<file path="src/rtl/cdb_arbiter_if.sv">
// Producer/consumer bundle of the common data bus: per-source result push
// channels plus the registered broadcast side.
interface cdb_arbiter_if #(
  parameter int N_SRC  = 3,
  parameter int DATA_W = 32,
  parameter int TAG_W  = 5
);
  localparam int SRC_W = (N_SRC > 1) ? $clog2(N_SRC) : 1;

  logic [N_SRC-1:0]        src_valid;
  logic [N_SRC-1:0]        src_ready;
  logic [N_SRC*DATA_W-1:0] src_data;
  logic [N_SRC*TAG_W-1:0]  src_tag;
  logic                    cdb_valid;
  logic [DATA_W-1:0]       cdb_data;
  logic [TAG_W-1:0]        cdb_tag;
  logic [SRC_W-1:0]        cdb_src;

  modport master (
    output src_valid, src_data, src_tag,
    input  src_ready, cdb_valid, cdb_data, cdb_tag, cdb_src
  );

  modport slave (
    input  src_valid, src_data, src_tag,
    output src_ready, cdb_valid, cdb_data, cdb_tag, cdb_src
  );
endinterface

</file>
<file path="src/rtl/cdb_arbiter.sv">
// Common data bus arbiter: per-producer FIFOs, one registered broadcast per cycle.
// Define CDB_FIXED_PRIO_EN for fixed lowest-index priority instead of round-robin.
module cdb_arbiter #(
  parameter int N_SRC  = 3,
  parameter int DATA_W = 32,
  parameter int TAG_W  = 5,
  parameter int DEPTH  = 2
) (
  input  logic        clk,
  input  logic        rst,
  input  logic        rdy,
  input  logic        flush,
  cdb_arbiter_if.slave bus
);
  localparam int SRC_W = (N_SRC > 1) ? $clog2(N_SRC) : 1;
  localparam int PTR_W = $clog2(DEPTH);
  localparam int CNT_W = PTR_W + 1;

  logic [DATA_W-1:0] data_mem_r [N_SRC][DEPTH];
  logic [TAG_W-1:0]  tag_mem_r  [N_SRC][DEPTH];
  logic [PTR_W-1:0]  head_r     [N_SRC];
  logic [PTR_W-1:0]  tail_r     [N_SRC];
  logic [CNT_W-1:0]  count_r    [N_SRC];
  logic [SRC_W-1:0]  rr_ptr_r;

  logic              cdb_valid_r;
  logic [DATA_W-1:0] cdb_data_r;
  logic [TAG_W-1:0]  cdb_tag_r;
  logic [SRC_W-1:0]  cdb_src_r;

  logic [N_SRC-1:0]  ready_s;
  logic [N_SRC-1:0]  push_s;
  logic [N_SRC-1:0]  pop_s;
  logic              grant_found_s;
  logic [SRC_W-1:0]  grant_idx_s;
  logic [SRC_W:0]    sum_v;
  logic [SRC_W:0]    wrap_v;

  // Ready comes only from the registered count, so a full FIFO popped this cycle still reports not-ready.
  always_comb begin
    ready_s = '0;
    push_s  = '0;
    pop_s   = '0;
    for (int i = 0; i < N_SRC; i++) begin
      ready_s[i] = (count_r[i] != CNT_W'(DEPTH));
      push_s[i]  = rdy & ~flush & bus.src_valid[i] & ready_s[i];
      pop_s[i]   = rdy & ~flush & grant_found_s & (grant_idx_s == SRC_W'(i));
    end
  end

  // Round-robin search: first non-empty FIFO at or after rr_ptr, cyclically.
  always_comb begin
    grant_found_s = 1'b0;
    grant_idx_s   = '0;
    sum_v         = '0;
    wrap_v        = '0;
    for (int k = 0; k < N_SRC; k++) begin
      sum_v  = {1'b0, rr_ptr_r} + (SRC_W+1)'(k);
      wrap_v = (sum_v >= (SRC_W+1)'(N_SRC)) ? (sum_v - (SRC_W+1)'(N_SRC)) : sum_v;
      if (!grant_found_s && (count_r[wrap_v[SRC_W-1:0]] != '0)) begin
        grant_found_s = 1'b1;
        grant_idx_s   = wrap_v[SRC_W-1:0];
      end else begin
        grant_found_s = grant_found_s;
      end
    end
  end

  // FIFO storage; contents are don't-care while the matching count is zero.
  always_ff @(posedge clk) begin
    for (int i = 0; i < N_SRC; i++) begin
      if (push_s[i]) begin
        data_mem_r[i][tail_r[i]] <= bus.src_data[i*DATA_W +: DATA_W];
        tag_mem_r[i][tail_r[i]]  <= bus.src_tag[i*TAG_W +: TAG_W];
      end
    end
  end

  // FIFO pointers, arbitration state and registered broadcast.
  always_ff @(posedge clk or negedge rst) begin
    if (!rst) begin
      for (int i = 0; i < N_SRC; i++) begin
        head_r[i]  <= '0;
        tail_r[i]  <= '0;
        count_r[i] <= '0;
      end
      rr_ptr_r    <= '0;
      cdb_valid_r <= 1'b0;
      cdb_data_r  <= '0;
      cdb_tag_r   <= '0;
      cdb_src_r   <= '0;
    end else if (rdy) begin
      if (flush) begin
        for (int i = 0; i < N_SRC; i++) begin
          head_r[i]  <= '0;
          tail_r[i]  <= '0;
          count_r[i] <= '0;
        end
        cdb_valid_r <= 1'b0;
      end else begin
        for (int i = 0; i < N_SRC; i++) begin
          if (push_s[i]) tail_r[i] <= tail_r[i] + PTR_W'(1);
          if (pop_s[i])  head_r[i] <= head_r[i] + PTR_W'(1);
          count_r[i] <= count_r[i] + CNT_W'(push_s[i]) - CNT_W'(pop_s[i]);
        end
        if (grant_found_s) begin
          cdb_valid_r <= 1'b1;
          cdb_data_r  <= data_mem_r[grant_idx_s][head_r[grant_idx_s]];
          cdb_tag_r   <= tag_mem_r[grant_idx_s][head_r[grant_idx_s]];
          cdb_src_r   <= grant_idx_s;
`ifdef CDB_FIXED_PRIO_EN
          rr_ptr_r    <= '0;
`else
          rr_ptr_r    <= (grant_idx_s == SRC_W'(N_SRC-1)) ? '0 : grant_idx_s + SRC_W'(1);
`endif
        end else begin
          cdb_valid_r <= 1'b0;
        end
      end
    end
  end

  assign bus.src_ready = ready_s;
  assign bus.cdb_valid = cdb_valid_r;
  assign bus.cdb_data  = cdb_data_r;
  assign bus.cdb_tag   = cdb_tag_r;
  assign bus.cdb_src   = cdb_src_r;
endmodule

</file>
<file path="src/flat_wrapper.sv">
// flat-port wrapper written by rule: the top's interface ports become plain ports
module cdb_arbiter_flat 
#(
  parameter int N_SRC  = 3,
  parameter int DATA_W = 32,
  parameter int TAG_W  = 5,
  parameter int DEPTH  = 2
)
  (clk, rst, rdy, flush, bus_src_valid, bus_src_data, bus_src_tag, bus_src_ready, bus_cdb_valid, bus_cdb_data, bus_cdb_tag, bus_cdb_src);
  cdb_arbiter_if #(.N_SRC(N_SRC), .DATA_W(DATA_W), .TAG_W(TAG_W)) bus_i ();
  input  logic clk;
  input  logic rst;
  input  logic rdy;
  input  logic flush;
  input wire logic [$bits(bus_i.src_valid)-1:0] bus_src_valid;
  input wire logic [$bits(bus_i.src_data)-1:0] bus_src_data;
  input wire logic [$bits(bus_i.src_tag)-1:0] bus_src_tag;
  output wire logic [$bits(bus_i.src_ready)-1:0] bus_src_ready;
  output wire logic [$bits(bus_i.cdb_valid)-1:0] bus_cdb_valid;
  output wire logic [$bits(bus_i.cdb_data)-1:0] bus_cdb_data;
  output wire logic [$bits(bus_i.cdb_tag)-1:0] bus_cdb_tag;
  output wire logic [$bits(bus_i.cdb_src)-1:0] bus_cdb_src;
  assign bus_i.src_valid = bus_src_valid;
  assign bus_i.src_data = bus_src_data;
  assign bus_i.src_tag = bus_src_tag;
  assign bus_src_ready = bus_i.src_ready;
  assign bus_cdb_valid = bus_i.cdb_valid;
  assign bus_cdb_data = bus_i.cdb_data;
  assign bus_cdb_tag = bus_i.cdb_tag;
  assign bus_cdb_src = bus_i.cdb_src;
  cdb_arbiter #(.N_SRC(N_SRC), .DATA_W(DATA_W), .TAG_W(TAG_W), .DEPTH(DEPTH)) u_core (.clk(clk), .rst(rst), .rdy(rdy), .flush(flush), .bus(bus_i));
endmodule
</file>
<file path="config.mk">
export PLATFORM = sky130hd
export DESIGN_NAME = cdb_arbiter_flat
export DESIGN_NICKNAME = d
export VERILOG_FILES = /design/src/rtl/cdb_arbiter_if.sv /design/src/rtl/cdb_arbiter.sv /design/src/flat_wrapper.sv
export SDC_FILE = /design/constraint.sdc
export NUM_CORES = 1
export LEC_CHECK = 0
export ABC_AREA = 0
export BUFFER_PORTS_ARGS = -buffer_cell sky130_fd_sc_hd__buf_4
export CORE_AREA = 5 5 158 160
export CTS_CLUSTER_SIZE = 40
export DETAILED_ROUTE_END_ITERATION = 6
export DIE_AREA = 0 0 163 165
export PLACE_DENSITY_LB_ADDON = 0.25
export SETUP_SLACK_MARGIN = 0.3
export SYNTH_ARGS = -nofsm -noshare
export SYNTH_HDL_FRONTEND = slang
export SYNTH_SLANG_ARGS = --single-unit
export TNS_END_PERCENT = 30
</file>
<file path="constraint.sdc">
create_clock -name clk -period 5.25 [get_ports clk]
set_clock_uncertainty 0.15 [all_clocks]
set_input_delay 0.2625 -clock clk [delete_from_list [all_inputs] [get_ports clk]]
set_output_delay 0.2625 -clock clk [all_outputs]
set_load 0.01 [all_outputs]
</file>
==> impl_metrics.toml, run 1 <==
[logic_synthesis]
synth_commonest_cells = "edfxtp_1 (222), nand2_1 (122), a21oi_1 (117)"
synth-seq-cells = 276
synthArstFlopShare = 0.196
synth_compound_area_frac = 0.159
yosysWarnings = 0
ys_seq_area_frac = 0.730
yosysUniqueCellTypes = 46
syn_area_sq_um = 11000
synthTopCellsByArea = "edfxtp_1 (61%), dfrtp_1 (12%), a21oi_1 (5.3%), nand2_1 (4.2%), o21ai_0 (4.0%)"
synthSimpleGateAreaFrac = 0.0650
synth_area_per_cell_sq_um = 13.4
yosys.area.top_type = "edfxtp_1"
synthAdderAreaFrac = 0.0114
synth_enable_flop_cells = 222
synthFlopType = "edfxtp_1"
synth_xor_xnor_area_share = 0.00399
synth_top_family_by_area = "compound AO/OA/AOI/OAI gates"
synthCells = 819
yosysMostFrequentCell = "edfxtp_1"
synth_top_area_frac = 0.607
synth.net_count = 947
synth.area.mux_share = 0.000911

[run_status]
status = "complete, no violations"

[sta]
period_share = 0.774
max-slew-margin-rel = 0.255
min_period_ns = 4.06
fin_setup_tns_ns = 0
slew_viol_final = 0
setup_violations = 0
tightestPinTransition_ns = 1.11
fmax_mhz = 246
hold_viol_final = 0
rsz0062_at_grt = "false"

[critical_path]
regToRegSetupSlack_ns = 1.19
worstReg2RegEnd = "u_core.bus.cdb_data[23]"
path_class = "flop to flop"
required_ns = 5.48
crit_family = "simple AND/OR/NAND/NOR gates"
worstPathArrival_ns = 4.29
crit_buf_inv = 1
r2r-start = "u_core.rr_ptr_r[0]"
start_kind = "flop"
reg2regPathDepth = 10
slowest_stage = "o311a_4"
max_stage_delay_ns = 0.72
cp-end-kind = "flop"
cp_max_fo = 77
cp_cell_sequence = "inv_1, ha_1, nor3_1, a211o_1, nand2_1, o311a_4, nand3_1, and3_4, nand2b_4, o21ai_0"

[clock_network]
clk_latency_ns = 0.54
clkTransAtPathRegs_ns = 0.06
cts_resized = 0
clkSinkCount = 276
cts_tree = "yes"
h-tree-depth = 1
cts-root-buf = "clkbuf_16"
cts_max_path_buffers = 3
cts_made_buffers = 28

[grt]
grt_usage = 0.209
gr-total-overflow = 0
grt_max_degree = 78
antenna_found_initial = 0
grt_pass1_vias = 7779
grt_pass1_wl_microns = 43400

[place]
post-dp-hpwl_microns = 16400
portBuffers = 160
place_congestion = 0.839
place_area_sq_um = 12500

[floorplan]
rows = 56
die_area_sq_um = 26900
initial_core_util = 0.472
core_sq_um = 23300
dieWidth_microns = 163
die-height_microns = 165
io_pins = 161

[power_and_ir_drop]
ir_worst_vdd_mv = 0.532
p_leak_nw = 5.46
power_mw = 7.58
pwr_density_cell_nw_per_um2 = 516

[finish]
stdcell_area_sq_um = 14700
syn_to_final_growth_pct = 33.7
layout-drive-gt1-share = 0.233
diodes = 0
nNetsFinal = 1212
fill_cells = 1753

[min_path]
hold_depth = 4
hold_class = "input port to flop"
worst_hold_path.endpoint = "u_core.tail_r[0]"
hp-start = "bus_src_valid[2]"

[detailed_routing]
vias_per_cell = 5.44
routed_wirelength_microns = 28400
firstDrtPassIters = 5
drc = 0
wl_per_cell_microns = 20.0
dr.first_iter.drc_count = 656
ant_nets = 0
num_vias = 7750

[job]
maxCapViolations = 0
-- where the power goes --
part           total (mW)  internal (mW)  switching (mW)
clock network        2.20           1.37           0.835
registers            2.81           2.64           0.176
logic                2.56          0.974            1.59
total                7.58           4.98            2.60
-- kinds of logic after synthesis --
logic type / after synthesis
and+or+nand+nor: 164
DFF: 276
AOI/OAI and AO/OA: 297
buffers and inverters: 66
adders and majority gates: 10
xor gates and xnor gates: 5
muxes: 1
-- registers in the layout (all words and copies together) (netlist names) --
| signal | count |
|---|---|
| u_core.bus.cdb_data | 32 |
| u_core.bus.cdb_src | 2 |
| u_core.bus.cdb_tag | 5 |
| u_core.bus.cdb_valid | 1 |
| u_core.count_r | 6 |
| u_core.data_mem_r | 192 |
| u_core.head_r | 3 |
| u_core.rr_ptr_r | 2 |
| u_core.tag_mem_r | 30 |
| u_core.tail_r | 3 |
-- how the worst max path moves through the flow --
stage | start | endpoint | slack, ns | cells after the start
3_5_place_dp | u_core.rr_ptr_r[0] | u_core.bus.cdb_data[25] | 1.20 | 10
5_1_grt | u_core.rr_ptr_r[0] | u_core.bus.cdb_data[23] | 0.90 | 10
6_report | u_core.rr_ptr_r[0] | u_core.bus.cdb_data[23] | 1.19 | 10
2_1_floorplan | rdy | u_core.data_mem_r[0][0] | 1.12 | 4
3_3_place_gp | u_core.rr_ptr_r[0] | u_core.bus.cdb_data[25] | 1.31 | 10
4_1_cts | u_core.rr_ptr_r[0] | u_core.bus.cdb_data[25] | 1.15 | 10
-- stage by stage --
stage / hold slack (ns) / setup slack [ns] / instances / util
after floorplan: -0.183 / 1.12 / 819 / -
after global placement: 0.243 / 1.31 / 1258 / 0.537
after detailed placement: 0.248 / 1.20 / 1258 / 0.537
after CTS: 0.0625 / 1.15 / 1425 / 0.631
after global routing: 0.132 / 0.903 / 1425 / 0.631
final: 0.0971 / 1.19 / 1425 / 0.631
-- final cells by class --
cell class | count | area (sq um) | share of cell area
flip-flops and latches | 276 | 8020 | 0.546
multi-input cells | 477 | 2700 | 0.184
repair buffers | 288 | 2470 | 0.169
clock buffers | 32 | 747 | 0.0509
well taps | 319 | 399 | 0.0272
clock inverters | 20 | 295 | 0.0201
inverters | 13 | 48.8 | 0.00332
-- per-layer routing --
| layer | global-route usage | wire length (microns) | vias to the layer above |
|---|---|---|---|
| met3 | 0.0327 | 2110 | 67 |
| met2 | 0.359 | 14000 | 323 |
| met1 | 0.278 | 11500 | 3777 |
| li1 | - | - | 3583 |
| met5 | 0 | 0 | - |
| met4 | 0.0618 | 760 | 0 |
-- cell usage in the layout, fill, tap and decap left out, types with 12 or more instances in the layout --
cell           count
edfxtp_1         222
a22oi_1           37
o21ai_2           20
dlygate4sd3_1    115
inv_1             13
nand2_1          122
nor2_1            12
clkbuf_16         29
o21ai_0           87
a21oi_1          117
buf_4            171
dfrtp_1           54
-- repair_timing --
action | in CTS | in global routing
setup buffers | 0 | 0
endpoints found under the hold margin | 287 | 0
hold buffers | 115 | 0
-- worst register-to-register path: cells and delay by family, from the launching register on --
family / cells / cell delay (ns)
fa+ha+maj: 1 / 0.39
flops: 1 / 0.39
simple gates: 5 / 1.79
buf+inv: 1 / 0.09
compound gates: 3 / 1.10
Note: power is estimated with default switching activity, not from simulation.
==> run 2, diff against run 1 <==
==> constraint.sdc (replaced) <==
create_clock -name clk -period 3.9 [get_ports clk]
set_clock_uncertainty 0.15 [all_clocks]
set_input_delay 0.195 -clock clk [delete_from_list [all_inputs] [get_ports clk]]
set_output_delay 0.195 -clock clk [all_outputs]
set_load 0.01 [all_outputs]
==> run 2 against run 1 <==
Against the previous run:
- fmax grew 22%
- global-route usage increased by 0.73 points
- critical path type unchanged
- clock power up 18%
- combinational power rose by 39%
- largest power group unchanged
- critical path depth rose by 4
- power up 31%
- clock-buffer cell count rose by 10
- non-clock buffer count increased by 11
- largest cell class unchanged
==> impl_metrics.toml, run 2 (same netlist as run 1, synthesis figures left out) <==
[place]
dp_slack_ns = 0.539
place_congestion = 0.906
portBuffers = 160
post-dp-hpwl_microns = 16300
place_area_sq_um = 12500

[clock_network]
h-tree-depth = 1
cts-root-buf = "clkbuf_16"
cts_max_path_buffers = 3
cts_made_buffers = 30
post-cts-setup-buffers = 0
clkTransAtPathRegs_ns = 0.06
clkSinkCount = 276
clk_latency_ns = 0.54
cts_tree = "yes"

[floorplan]
core_sq_um = 23300
io_pins = 161
die_area_sq_um = 26900
die-height_microns = 165
rows = 56
initial_core_util = 0.472
dieWidth_microns = 163

[finish]
layout-drive-gt1-share = 0.228
most-common-layout-cells = "edfxtp_1 (222), buf_4 (180), nand2_1 (122), dlygate4sd3_1 (118), a21oi_1 (117)"
syn_to_final_growth_pct = 33.1
register_area_sq_um = 8020
multi_input_area_sq_um = 2710
nNetsFinal = 1225
fill_cells = 1791
layout_commonest_cell = "edfxtp_1"
largest_reg_flops = 192
final_util = 0.629
stdcell_area_sq_um = 14600

[sta]
fmax_mhz = 301
whs_ns = 0.164
tightestPinTransition_ns = 0.934
rsz0062_at_grt = "false"
max-slew-margin-rel = 0.378
setup_violations = 0
hold_viol_final = 0
min_period_ns = 3.32
period_share = 0.852
slew_viol_final = 0
worst_slack_ns = 0.578

[grt]
top_usage_layer = "met2"
grt_pass1_wl_microns = 44700
gr-usage-met1 = 0.284
grt_max_degree = 76
gr-total-overflow = 0
grt_usage = 0.217
grt_pass1_vias = 8074
grt_util_met2 = 0.373
met3_usage = 0.0309
antenna_found_initial = 0

[critical_path]
cpMostUsedCell = "ha_1"
cp_max_fo = 21
max_stage_delay_ns = 0.38
cp_cell_sequence = "inv_1, ha_1, nor3_1, a211o_1, nand4_1, o21a_2, buf_4, nor2_1, ha_1, inv_1, ha_1, xor2_1, o21ai_0, a22o_1"
cp-end-kind = "flop"
required_ns = 4.18
slowest_stage = "dfrtp_1"
path_class = "flop to flop"
worstPathArrival_ns = 3.60
start_kind = "flop"

[power_and_ir_drop]
pwr_density_cell_nw_per_um2 = 679
power_mw = 9.93
p_leak_nw = 5.46
ir_worst_vdd_mv = 0.521

[detailed_routing]
dr.first_iter.drc_count = 571
drc = 0
num_vias = 7859
vias_per_cell = 5.45
routed_wirelength_microns = 29400
wl_per_cell_microns = 20.4
firstDrtPassIters = 5
ant_nets = 0

[run_status]
status = "complete, no violations"

[job]
maxCapViolations = 0

[min_path]
hold_class = "input port to async pin"
-- run 2: changes by cell type in the layout (fill, tap and decap cells not counted), sizes merged --
| cell | change |
|---|---|
| diode | +1 |
| clkinvlp | -6 |
| inv | +1 |
| clkbuf | +10 |
| bufinv | -6 |
| buf | +8 |
| dlygate4sd3 | +3 |
| clkinv | +5 |
-- run 2: timing repair --
item	CTS	global route
hold buffers	118	0
resized for setup	0	1
endpoints found under the hold margin	289	0
endpoints found under the setup margin	0	5
-- run 2: final timing paths --
kind,from,to,slack [ns],cells after the start
worst max-delay path,u_core.rr_ptr_r[0],u_core.count_r[1],0.58,14
worst min-delay path,rst,u_core.tail_r[1],0.16,2
worst max register to register,u_core.rr_ptr_r[0],u_core.count_r[1],0.58,14
worst min register to register,u_core.bus.cdb_valid,u_core.bus.cdb_valid,0.37,2
max in group asynchronous,rst,u_core.bus.cdb_data[6],2.89,2
min in group clk,bus_src_valid[1],u_core.count_r[2],0.17,6
-- run 2: layer usage --
| metal | wire, microns | vias up |
|---|---|---|
| li1 | - | 3609 |
| met5 | 0 | - |
| met2 | 14800 | 325 |
| met1 | 12100 | 3870 |
| met3 | 1860 | 55 |
| met4 | 652 | 0 |
-- run 2: cell type report --
class / count / share of cell area
clock inverter: 14 / 0.00693
tap: 319 / 0.0273
inverter: 13 / 0.00334
timing repair buffer: 299 / 0.175
multi-input combinational: 477 / 0.185
sequential: 276 / 0.548
clock buffer: 42 / 0.0544
antenna: 1 / 0.000171
-- run 2: worst max-delay path, delay by kind of cell, from the launching register on --
family,cells,cell delay [ns]
AO/OA/AOI/OAI,4,0.75
XOR/XNOR,1,0.18
adder cells (fa/ha/maj),3,0.79
buffers and inverters,3,0.35
flip-flops,1,0.38
AND/OR/NAND/NOR,3,0.60
-- run 2: power breakdown --
part | internal, mW | switching (mW) | leakage, nW
logic | 1.37 | 2.20 | 2.33
registers | 3.55 | 0.216 | 2.70
clock network | 1.48 | 1.11 | 0.436
-- run 2: through the flow --
stage,cells,TNS (ns)
final,1441,0
after global placement,1266,0
after detailed placement,1266,0
after global routing,1440,0
after floorplan,819,-36.52
after CTS,1440,0
